**src/rtl/pid_pwm_pkg.sv**
```systemverilog
// Shared types and constants for the PID PWM driver slice.
// Holds the driver FSM encoding, the counter terminal value and the duty width.
package pid_pwm_pkg;

    localparam int DUTY_W = 8;
    localparam logic [7:0] PWM_MAX_CNT = 8'd254;

    typedef enum logic [1:0] {
        IDLE     = 2'd0,
        RUN      = 2'd1,
        STOPPING = 2'd2
    } pwm_state_e;

endpackage

```
**src/rtl/pid_pwm_driver_if.sv**
```systemverilog
// Duty-update handshake between the PID controller (master) and the PWM driver (slave).
interface pid_pwm_driver_if;
    import pid_pwm_pkg::*;

    logic [DUTY_W-1:0] duty_in;
    logic              duty_valid;
    logic              duty_ready;

    modport master (output duty_in, output duty_valid, input duty_ready);
    modport slave  (input duty_in, input duty_valid, output duty_ready);
endinterface

```
**src/rtl/pid_slew_step.sv**
```systemverilog
// One slew-limited step from the current duty toward the target duty.
// The difference is taken as 9-bit signed so 0<->255 moves never wrap.
module pid_slew_step
    import pid_pwm_pkg::*;
#(
    parameter int SLEW_MAX = 16
) (
    input  logic [DUTY_W-1:0] cur_duty,
    input  logic [DUTY_W-1:0] tgt_duty,
    output logic [DUTY_W-1:0] next_duty
);

    localparam logic [8:0] SLEW_L = 9'(SLEW_MAX);

    logic signed [8:0] diff_s;
    logic        [8:0] mag_s;

    // Clamp the requested move to +/-SLEW_MAX (0 means jump straight to target)
    always_comb begin
        diff_s = $signed({1'b0, tgt_duty}) - $signed({1'b0, cur_duty});
        mag_s  = diff_s[8] ? $unsigned(-diff_s) : $unsigned(diff_s);
        if ((SLEW_MAX == 32'sd0) || (mag_s <= SLEW_L)) begin
            next_duty = tgt_duty;
        end else if (diff_s[8]) begin
            next_duty = cur_duty - SLEW_L[7:0];
        end else begin
            next_duty = cur_duty + SLEW_L[7:0];
        end
    end

endmodule

```
**src/rtl/pid_pwm_driver.sv**
```systemverilog
// PWM actuator driver: double-buffered, slew-limited duty applied at period starts,
// with a period-start tick used as the PID sample strobe.
module pid_pwm_driver
    import pid_pwm_pkg::*;
#(
    parameter int PRESCALE = 4,
    parameter int SLEW_MAX = 16
) (
    input  logic              clk,
    input  logic              rst_n,
    input  logic              enable,
    pid_pwm_driver_if.slave   duty_if,
    output logic              pwm_out,
    output logic              period_tick,
    output logic [DUTY_W-1:0] duty_active,
    output logic              running
);

    localparam int PW = (PRESCALE > 1) ? $clog2(PRESCALE) : 1;
    localparam logic [PW-1:0] PRE_LAST = PW'(PRESCALE - 1);

    pwm_state_e        state_r;
    logic [PW-1:0]     pre_cnt_r;
    logic [7:0]        cnt_r;
    logic [DUTY_W-1:0] pend_r;
    logic              pend_full_r;
    logic [DUTY_W-1:0] target_r;
    logic [DUTY_W-1:0] duty_active_r;
    logic              pwm_r;
    logic              tick_r;
    logic              running_r;

    logic              step_s;
    logic              wrap_s;
    logic              accept_s;
    logic              ps_s;
    logic [DUTY_W-1:0] new_tgt_s;
    logic [DUTY_W-1:0] slew_duty_s;

    assign step_s    = (pre_cnt_r == PRE_LAST);
    assign wrap_s    = step_s && (cnt_r == PWM_MAX_CNT);
    assign accept_s  = duty_if.duty_valid && !pend_full_r;
    assign new_tgt_s = pend_full_r ? pend_r : target_r;

    assign duty_if.duty_ready = ~pend_full_r;
    assign pwm_out            = pwm_r;
    assign period_tick        = tick_r;
    assign duty_active        = duty_active_r;
    assign running            = running_r;

    // Period-start decision: enable from IDLE, or a wrap that stays in RUN
    always_comb begin
        ps_s = 1'b0;
        case (state_r)
            IDLE:     ps_s = enable;
            RUN:      ps_s = wrap_s;
            STOPPING: ps_s = wrap_s && enable;
            default:  ps_s = 1'b0;
        endcase
    end

    pid_slew_step #(.SLEW_MAX(SLEW_MAX)) u_slew (
        .cur_duty  (duty_active_r),
        .tgt_duty  (new_tgt_s),
        .next_duty (slew_duty_s)
    );

    // Single-entry pending slot; an accept can only happen while it is empty
    always_ff @(posedge clk or negedge rst_n) begin
        if (!rst_n) begin
            pend_r      <= 8'd0;
            pend_full_r <= 1'b0;
        end else if (accept_s) begin
            pend_r      <= duty_if.duty_in;
            pend_full_r <= 1'b1;
        end else if (ps_s && pend_full_r) begin
            pend_full_r <= 1'b0;
        end
    end

    // Driver FSM with counters, duty registers and registered outputs
    always_ff @(posedge clk or negedge rst_n) begin
        if (!rst_n) begin
            state_r       <= IDLE;
            pre_cnt_r     <= '0;
            cnt_r         <= 8'd0;
            target_r      <= 8'd0;
            duty_active_r <= 8'd0;
            pwm_r         <= 1'b0;
            tick_r        <= 1'b0;
            running_r     <= 1'b0;
        end else begin
            tick_r <= ps_s;
            pwm_r  <= (state_r != IDLE) && (cnt_r < duty_active_r);
            if (ps_s) begin
                target_r      <= new_tgt_s;
                duty_active_r <= slew_duty_s;
            end
            case (state_r)
                IDLE: begin
                    pre_cnt_r <= '0;
                    cnt_r     <= 8'd0;
                    if (enable) begin
                        state_r   <= RUN;
                        running_r <= 1'b1;
                    end else begin
                        state_r   <= IDLE;
                        running_r <= 1'b0;
                    end
                end
                RUN, STOPPING: begin
                    if (step_s) begin
                        pre_cnt_r <= '0;
                        cnt_r     <= wrap_s ? 8'd0 : cnt_r + 8'd1;
                    end else begin
                        pre_cnt_r <= pre_cnt_r + 1'b1;
                    end
                    // A stop completes at the wrap: duty and target fall back to 0, pend is kept
                    if (wrap_s && (state_r == STOPPING) && !enable) begin
                        state_r       <= IDLE;
                        running_r     <= 1'b0;
                        duty_active_r <= 8'd0;
                        target_r      <= 8'd0;
                    end else if (enable) begin
                        state_r   <= RUN;
                        running_r <= 1'b1;
                    end else begin
                        state_r   <= STOPPING;
                        running_r <= 1'b1;
                    end
                end
                default: begin
                    state_r   <= IDLE;
                    running_r <= 1'b0;
                end
            endcase
        end
    end

endmodule

```
**src/flat_wrapper.sv**
```systemverilog
// flat-port wrapper written by rule: the top's interface ports become plain ports
module pid_pwm_driver_flat import pid_pwm_pkg::*;
#(
    parameter int PRESCALE = 4,
    parameter int SLEW_MAX = 16
)
  (clk, rst_n, enable, pwm_out, period_tick, duty_active, running, duty_if_duty_in, duty_if_duty_valid, duty_if_duty_ready);
  pid_pwm_driver_if duty_if_i ();
  input  logic clk;
  input  logic rst_n;
  input  logic enable;
  output logic pwm_out;
  output logic period_tick;
  output logic [DUTY_W-1:0] duty_active;
  output logic running;
  input wire logic [$bits(duty_if_i.duty_in)-1:0] duty_if_duty_in;
  input wire logic [$bits(duty_if_i.duty_valid)-1:0] duty_if_duty_valid;
  output wire logic [$bits(duty_if_i.duty_ready)-1:0] duty_if_duty_ready;
  assign duty_if_i.duty_in = duty_if_duty_in;
  assign duty_if_i.duty_valid = duty_if_duty_valid;
  assign duty_if_duty_ready = duty_if_i.duty_ready;
  pid_pwm_driver #(.PRESCALE(PRESCALE), .SLEW_MAX(SLEW_MAX)) u_core (.clk(clk), .rst_n(rst_n), .enable(enable), .duty_if(duty_if_i), .pwm_out(pwm_out), .period_tick(period_tick), .duty_active(duty_active), .running(running));
endmodule
```
**config.mk**
```make
export PLATFORM = sky130hd
export DESIGN_NAME = pid_pwm_driver_flat
export DESIGN_NICKNAME = d
export VERILOG_FILES = /design/src/rtl/pid_pwm_pkg.sv /design/src/rtl/pid_pwm_driver_if.sv /design/src/rtl/pid_slew_step.sv /design/src/rtl/pid_pwm_driver.sv /design/src/flat_wrapper.sv
export SDC_FILE = /design/constraint.sdc
export NUM_CORES = 1
export LEC_CHECK = 0
export CAP_MARGIN = 5
export CORE_ASPECT_RATIO = 1.5
export CORE_UTILIZATION = 32
export CTS_CLUSTER_SIZE = 10
export DETAILED_ROUTE_END_ITERATION = 8
export DONT_BUFFER_PORTS = 1
export PLACE_DENSITY = 0.53
export SLEW_MARGIN = 40
export SYNTH_ARGS = -nofsm -noshare
export SYNTH_HDL_FRONTEND = slang
export SYNTH_HIERARCHICAL = 1
export SYNTH_SLANG_ARGS = --single-unit
```
**constraint.sdc**
```tcl
create_clock -name clk -period 4.25 [get_ports clk]
set_input_delay 0.85 -clock clk [delete_from_list [all_inputs] [get_ports clk]]
set_output_delay 0.85 -clock clk [all_outputs]
set_load 0.01 [all_outputs]
```
=== Word level (Yosys, flattened, before mapping) ===
Index checks and enable logic that the tools add are counted.

* Register bits: 40
* Input bits: 12
* Output and inout bits: 12
* Logic and storage cells: 64

* Add/subtract/negate cells: 6
* Order comparisons: 2
* Eq/ne operators: 5
* Mux-type cells: 25
* Bitwise operators: 1
* Reduce and logical (&&, ||, !) cells: 15

{| class="wikitable"
|+ Operators with widths
! cell !! number
|-
| 2-to-1 mux 8 bit || 11
|-
| one-hot mux 8 bit (2 select lines) || 1
|-
| <= comparator 9 x 5 -> 1 bit, second input constant || 1
|-
| 2-to-1 mux 9 bit || 1
|-
| negator 9 bit || 1
|-
| subtractor 8 x 8 -> 9 bit || 1
|-
| adder 8 x 1 -> 8 bit, second input constant || 1
|-
| adder 8 x 5 -> 8 bit, second input constant || 1
|-
| == test 8 bit, second input constant || 1
|-
| < comparator 8 bit || 1
|-
| one-hot mux 2 bit (2 select lines) || 2
|-
| subtractor 8 x 5 -> 8 bit, second input constant || 1
|-
| logical AND 1 bit || 7
|-
| 2-to-1 mux 2 bit || 3
|-
| nonzero test 2 bit || 3
|-
| 2-to-1 mux 1 bit || 5
|-
| == test 2 bit, second input constant || 2
|-
| one-hot mux 1 bit (3 select lines) || 1
|-
| adder 2 x 1 -> 2 bit, second input constant || 1
|-
| == test 2 x 1 -> 1 bit, second input constant || 1
|-
| logical NOT 1 bit || 2
|-
| logical NOT 2 bit || 1
|-
| != test 2 x 1 -> 1 bit, second input constant || 1
|-
| one-hot mux 1 bit (2 select lines) || 1
|-
| other kinds (3) || 3
|}

=== Longest topological paths before layout ===
Gate-level depths: netlist of run 1.

* Depth in word-level cells: 9
* Gate-level depth with buffers: 18
* Gate-level depth less buffers: 17

=== Modules after synthesis ===
Netlist of run 1, hierarchy kept.

{| class="wikitable"
|+ Modules (own cells, without submodules)
! module !! times used !! cells each !! area an instance (sq um) !! seq. area each (sq um)
|-
| pid_pwm_driver || 1 || 220 || 2239.6 || 1001.0
|-
| pid_slew_step || 1 || 92 || 808.3 || 0.0
|}

=== Worst setup path before layout of run 1 ===
OpenSTA, ideal clock, no wires.

* Path kind: register to register
* From: register u_core.pend_full_r
* To: register u_core.duty_active_r[7], in the netlist u_core/duty_active[7]
* Library setup time: 0.130 ns
* Data arrival time: 3.524 ns
* Required time: 4.120 ns
* Path slack: 0.596 ns
* Cell stages (with the launch flop): 17
* Buffers on the path: 1
* Cells stage by stage: dfrtp_1 clkbuf_1 mux2_2 inv_1 ha_1 inv_1 fa_1 xnor2_1 nand3_1 mux2_2 nor3b_2 nor2_1 o311a_4 o31ai_4 mux2_4 nand2_1 o21ai_0

* Cells in the longest elaborated chain, start to end: 9

{| class="wikitable"
|+ Ends and longest elaborated chain
! element !! line !! text
|-
| start, declared || pid_pwm_driver.sv:26 || <nowiki>logic pend_full_r;</nowiki>
|-
| start signal, assigned || pid_pwm_driver.sv:72 || <nowiki>pend_full_r <= 1'b0;</nowiki>
|-
| start signal, assigned || pid_pwm_driver.sv:75 || <nowiki>pend_full_r <= 1'b1;</nowiki>
|-
| start signal, assigned || pid_pwm_driver.sv:77 || <nowiki>pend_full_r <= 1'b0;</nowiki>
|-
| 2-to-1 mux 8 bit (*) || pid_pwm_driver.sv:43 || <nowiki>assign new_tgt_s = pend_full_r ? pend_r : target_r;</nowiki>
|-
| named net u_core.new_tgt_s[0] || pid_pwm_driver.sv:37 || <nowiki>logic [DUTY_W-1:0] new_tgt_s;</nowiki>
|-
| subtractor 8 x 8 -> 9 bit (*) || pid_slew_step.sv:20 || <nowiki>diff_s = $signed({1'b0, tgt_duty}) - $signed({1'b0, cur_duty});</nowiki>
|-
| negator 9 bit || pid_slew_step.sv:21 || <nowiki>mag_s = diff_s[8] ? $unsigned(-diff_s) : $unsigned(diff_s);</nowiki>
|-
| 2-to-1 mux 9 bit || pid_slew_step.sv:21 ||
|-
| <= comparator 9 x 5 -> 1 bit || pid_slew_step.sv:22 || <nowiki>if ((SLEW_MAX == 32'sd0) || (mag_s <= SLEW_L)) begin</nowiki>
|-
| 2-to-1 mux 8 bit (*) || pid_slew_step.sv:22 ||
|-
| named net u_core.slew_duty_s[7] || pid_pwm_driver.sv:38 || <nowiki>logic [DUTY_W-1:0] slew_duty_s;</nowiki>
|-
| 2-to-1 mux 8 bit (*) || pid_pwm_driver.sv:95 || <nowiki>if (ps_s) begin</nowiki>
|-
| 2-to-1 mux 8 bit || pid_pwm_driver.sv:119 || <nowiki>if (wrap_s && (state_r == STOPPING) && !enable) begin</nowiki>
|-
| 2-to-1 mux 8 bit (*) || pid_pwm_driver.sv:99 || <nowiki>case (state_r)</nowiki>
|-
| end signal, assigned || pid_pwm_driver.sv:97 || <nowiki>duty_active_r <= slew_duty_s;</nowiki>
|-
| end, declared || pid_pwm_driver.sv:28 || <nowiki>logic [DUTY_W-1:0] duty_active_r;</nowiki>
|}

The timed path passes the listed nets; every way through them passes the cells marked *.
A chain may end at the register's enable or synchronous reset.

=== Worst setup path in the final report of run 1 ===
* From: register u_core.pend_full_r
* To: register u_core.duty_active_r[4], in the netlist u_core/duty_active[4]

Same word-level chain as after synthesis.

==> metrics.cfg, run 1 <==
[floorplan]
coreArea_sq_mm = 0.00925
dieArea_sq_mm = 0.00993
rows = 43
fp.dieH_um = 122
design.portCount = 24
start_util_pct = 32.9
die_w_um = 81.7

[global_routing]
grt_overflow = 0
use_met2_pct = 28.5
grt_pass1_vias = 2287
use_met1_pct = 16.5
grt_max_degree = 41
grt_first_pass_wirelength_um = 11400
track_usage_pct = 14.8
grt_antenna_before_repair = 0
met3_usage_pct = 1.57
top_usage_layer = met2

[yosys]
ys_async_sr_fraction_pct = 100
synth_seq_cells = 40
syn_avg_cell_area_sq_um = 9.77
ys_types = 61
ys_seq_area_share_pct = 32.8
ys.warnings.count = 6
yosysTopAreaCell = dfrtp_1
synth_edf_count = 0
synth_top_area_share_pct = 32.8
synth.net_count = 351
synthCells = 312
synth_ff_type = dfrtp_1
syn_area_sq_mm = 0.00305
synth_top_cells_by_area = dfrtp_1 33%, ha_1 10%, mux2_2 6.3%

[cells_and_area]
num_antenna_cells = 0
final_cell_mix = 40 x dfrtp_1, 33 x inv_1, 30 x nand2_1, 24 x ha_1, 18 x o211ai_1
final_core_util_pct = 35.2
layout_commonest_cell = dfrtp_1
num-nets-final = 346
areaGrowthSynthToFinish_pct = 6.77
drive_gt1_share_pct = 17.2

[clocking]
hold_buffers = 0
cts_tree = built
insertion_delay_ns = 0.28
cts_root_buf = clkbuf_16
numCtsBuffers = 5
clockBufferDepth = 2
cts_htree_levels = 2
post_cts_buffers = 0
cts.clk_slew.worst_paths_ns = 0.06
cts_sinks = 40
cts.repair.resized = 0

[route]
drt_drc_violations_left = 0
avgRoutedWirePerCell_um = 15.9
vias = 2234
postRouteWirelength_um = 6660
first_pass_iters = 4
routed_via_density = 5.32
ant_nets = 0
drt_iter0_markers = 67

[critical_path]
cp-start-kind = register
path_buf_inv = 2
worstPathArrival_ns = 3.74
path_cells = mux2_2, inv_1, ha_1, inv_1, fa_1, xnor2_1, nand3b_1, mux2_2, nor3b_2, nor2_1, o311a_4, o31ai_4, mux2_4, nand2_1, o21ai_0
worstPathRequired_ns = 4.38
path_delay_family = multiplexers
slowest_stage = fa_1
endpoint_kind = register
crit_path_max_incr_delay_ns = 0.41
crit_path_max_fanout = 8
critPathKind = register to register

[sta]
setup_violations = 0
min_period_ns = 3.61
clock_skew_ns = 0.00470
tns_ns = 0
maxSlewHeadroom_pct = 50.3
rsz0062_at_grt = false
hold_violations = 0
fmax_ghz = 0.277
finalCritPeriodShare_pct = 85.0
drv_slew = 0
worstMarginPinSlew_ns = 0.744

[job]
maxCapViolCount = 0

[min_path]
hold_class = primary input to asynchronous set/reset pin

[status]
outcome = finished clean

[placed_design]
gp_congestion = 0.766
hpwlAfterDp_um = 5080
port_buffers = 0

-- cells by family (layout without fill, tap and decap cells) --
| kind of cell | Yosys count | after routing | share of synthesized area [%] |
|---|---|---|---|
| muxes | 26 | 26 | 10.4 |
| adders and majority gates | 27 | 27 | 11.6 |
| xor gates and xnor gates | 9 | 9 | 2.59 |
| buffers and inverters | 46 | 42 | 8.21 |
| AOI/OAI and AO/OA | 85 | 85 | 19.9 |
| DFF | 40 | 40 | 32.8 |
| and+or+nand+nor | 79 | 79 | 14.5 |
-- registers in the layout (all words and copies together) (netlist names) --
name                cells
u_core/running          1
u_core/cnt_r            8
u_core/target_r         8
u_core/pre_cnt_r        2
u_core/pend_r           8
u_core/state_r          2
u_core/pend_full_r      1
u_core/pwm_out          1
u_core/period_tick      1
u_core/duty_active      8
-- per-stage QoR --
step	instances	hold slack, ns	setup WS [ns]	instance area, sq um
after global routing	420	0.247	0.400	3250
final	420	0.262	0.638	3250
after floorplan	312	0.475	0.596	3050
after detailed placement	412	0.505	0.648	3070
after global placement	412	0.499	0.691	3070
after CTS	420	0.256	0.629	3250
-- path summary, 6_finish.rpt --
path,from,cells past startpoint,slack [ns],end
setup reg to reg,u_core/pend_full_r,15,0.64,u_core/duty_active[4]
hold / removal,rst_n,0,0.26,u_core/pend_r[1]
min in group clk,u_core/pend_r[7],1,0.52,u_core/pend_r[7]
hold reg to reg,u_core/pend_r[7],1,0.52,u_core/pend_r[7]
max in group asynchronous,rst_n,0,3.90,u_core/duty_active[7]
setup / recovery,u_core/pend_full_r,15,0.64,u_core/duty_active[4]
-- per-layer routing --
layer | routed length (um) | part of all wire [%]
met1 | 2750 | 41
met2 | 3700 | 56
met3 | 120 | 1.8
met4 | 97 | 1.5
met5 | 0 | 0
-- worst register-to-register path, stage by stage, from the launching register on --
cell and delay, ns:
dfrtp_1 0.35, mux2_2 0.36, inv_1 0.07, ha_1 0.16
inv_1 0.05, fa_1 0.41, xnor2_1 0.34, nand3b_1 0.12
mux2_2 0.31, nor3b_2 0.20, nor2_1 0.07, o311a_4 0.37
o31ai_4 0.16, mux2_4 0.35, nand2_1 0.05, o21ai_0 0.09
-- final cells by class --
type / count / area, sq um
Tap cell: 112 / 140
Fill cell: 955 / 6000
Clock buffer: 6 / 139
Timing Repair Buffer: 1 / 7.51
Multi-Input combinational cell: 226 / 1800
Inverter: 33 / 124
Sequential cell: 40 / 1000
Clock inverter: 2 / 38.8
-- synth_stat cells, drive strengths merged (3+ instances only) --
cell type	count
o21ai	31
o211ai	18
a21o	6
ha	25
nor2	10
buf	4
a21oi	15
clkbuf	9
and3	3
xnor2	7
nand3	10
dfrtp	40
nand2	30
nor3b	4
mux2	24
nor2b	3
inv	33
nand4	3
Power of run 1 is not shown: default switching activity piles up to over one toggle a cycle in this logic, so the estimate is an artifact.
==> run 2: changes to the inputs <==
--- a/config.mk
+++ b/config.mk
@@ -11,7 +11,7 @@
 export CTS_CLUSTER_SIZE = 10
 export DETAILED_ROUTE_END_ITERATION = 8
 export DONT_BUFFER_PORTS = 1
-export PLACE_DENSITY = 0.53
+export PLACE_DENSITY = 0.54
 export SLEW_MARGIN = 40
 export SYNTH_ARGS = -nofsm -noshare
 export SYNTH_HDL_FRONTEND = slang
==> constraint.sdc (replaced) <==
create_clock -name clk -period 3.3 [get_ports clk]
set_input_delay 0.66 -clock clk [delete_from_list [all_inputs] [get_ports clk]]
set_output_delay 0.66 -clock clk [all_outputs]
set_load 0.01 [all_outputs]
==> run 2 against run 1 <==
- the run now ends with setup timing left
- cell count rose by 7.6%
- wire length rose by 11%
- highest routed layer unchanged
- global-route usage rose by 1.9 points
- register-to-register slack got worse by 0.70 ns
==> metrics.cfg, run 2 (synthesis results as in run 1) <==
[route]
drt_iter0_markers = 75
routed_via_density = 5.25
first_pass_iters = 4
postRouteWirelength_um = 7420
vias = 2374
ant_nets = 0
drt_drc_violations_left = 0
avgRoutedWirePerCell_um = 16.4

[clocking]
cts.clk_slew.worst_paths_ns = 0.06
hold_buffers = 0
clockBufferDepth = 2
cts_tree = built
cts_root_buf = clkbuf_16
cts_sinks = 40
cts_htree_levels = 2
numCtsBuffers = 5
insertion_delay_ns = 0.29

[sta]
clock_skew_ns = 0.00307
setup_violations = 7
layout_setup_ws_ns = -0.0587
rsz0062_at_grt = true
maxSlewHeadroom_pct = 49.8
drv_slew = 0
fmax_ghz = 0.298
tns_ns = -0.379
finalCritPeriodShare_pct = 102
hold_violations = 0
min_period_ns = 3.36
worstMarginPinSlew_ns = 0.753

[critical_path]
crit_path_max_fanout = 8
rr_startpoint = u_core/pend_full_r
reg2reg_slack_ns = -0.06
critPathCapture = u_core/duty_active[4]
worstPathRequired_ns = 3.45
path_cells = mux2_4, inv_4, ha_4, inv_2, fa_2, a21o_1, a21oi_2, xnor2_2, nor3b_4, and3_4, o311a_4, o31ai_4, buf_12, mux2_4, nand2_2, o21ai_2
r2r-end = u_core/duty_active[4]
crit_path_start = u_core/pend_full_r
worst_path_most_repeated_cell = mux2_4
slowest_stage = dfrtp_1
reg2regPathDepth = 16
worstPathArrival_ns = 3.51
critPathKind = register to register
cp-start-kind = register
endpoint_kind = register
crit_path_max_incr_delay_ns = 0.40

[cells_and_area]
drive_gt1_share_pct = 30.6
num_antenna_cells = 0
num-nets-final = 378
instances_no_fill = 452
fin_area_sq_mm = 0.00362
final_cell_mix = 40 x dfrtp_1, 31 x buf_4, 29 x inv_1, 27 x nand2_1, 20 x ha_1
layout_commonest_cell = dfrtp_1
areaGrowthSynthToFinish_pct = 18.9

[floorplan]
start_util_pct = 32.9
design.portCount = 24
coreArea_sq_mm = 0.00925
fp.dieH_um = 122
die_w_um = 81.7
dieArea_sq_mm = 0.00993
rows = 43

[min_path]
hold_class = primary input to asynchronous set/reset pin

[placed_design]
gp_congestion = 0.794
pre_cts_ws_ns = -0.237
place_inst = 442
port_buffers = 0
placed_area_sq_mm = 0.00332
hpwlAfterDp_um = 5470

[status]
violations = setup timing
outcome = complete, but fails checks

[job]
maxCapViolCount = 0

[global_routing]
grt_pass1_vias = 2527
grt_first_pass_wirelength_um = 12500
track_usage_pct = 16.7
grt_max_degree = 41
grt_overflow = 0
grt_antenna_before_repair = 0

## run 2: changes by cell type in the layout (fill, tap and decap cells not counted), sizes merged
cell      before  now
bufinv         1    0
clkinv         1    0
buf            1   33
clkinvlp       0    2
## run 2: cell type report
| class | instances | area [sq um] |
|---|---|---|
| clock buffer | 6 | 139 |
| sequential | 40 | 1000 |
| timing repair buffer | 33 | 264 |
| tap | 112 | 140 |
| inverter | 33 | 126 |
| clock inverter | 2 | 15.0 |
| multi-input combinational | 226 | 1940 |
| fill | 931 | 5630 |
## run 2: metrics by stage
step / hold WS (ns) / utilization [%]
global placement: 0.366 / 35.9
CTS: 0.0552 / 39.0
global route: 0.0501 / 39.2
floorplan: 0.364 / -
detailed placement: 0.366 / 35.9
finish: 0.0652 / 39.2
## run 2: repair_timing
action / CTS / global route
endpoints found under the hold margin: 0 / 0
setup buffers: 2 / 0
resized for setup: 19 / 5
endpoints found under the setup margin: 8 / 8
pin swaps: 7 / 0
## run 2: worst max-delay path: cells and delay by family, from the launching register on
kind,cells,cell delay [ns]
fa+ha+maj,2,0.52
flops,1,0.40
simple gates,3,0.44
mux,2,0.64
buf+inv,3,0.27
xor+xnor,1,0.12
compound gates,5,0.83
## run 2: metal layers
layer / vias up / routed length, um / track usage, %
met4: 0 / 125 / 6.25
li1: 1167 / - / -
met2: 26 / 4110 / 31.3
met3: 6 / 243 / 3.60
met1: 1175 / 2940 / 17.7
met5: - / 0 / 0
## run 2: how the worst min path moves through the flow
stage,slack [ns],depth (start not counted),startpoint,end
final,0.07,0,rst_n,u_core/running
after global routing,0.05,0,rst_n,u_core/running
after CTS,0.06,0,rst_n,u_core/running
after detailed placement,0.37,0,rst_n,u_core/running
after global placement,0.37,0,rst_n,u_core/running
after floorplan,0.36,0,rst_n,u_core/cnt_r[0]
Power of run 2 is left out for the same reason.
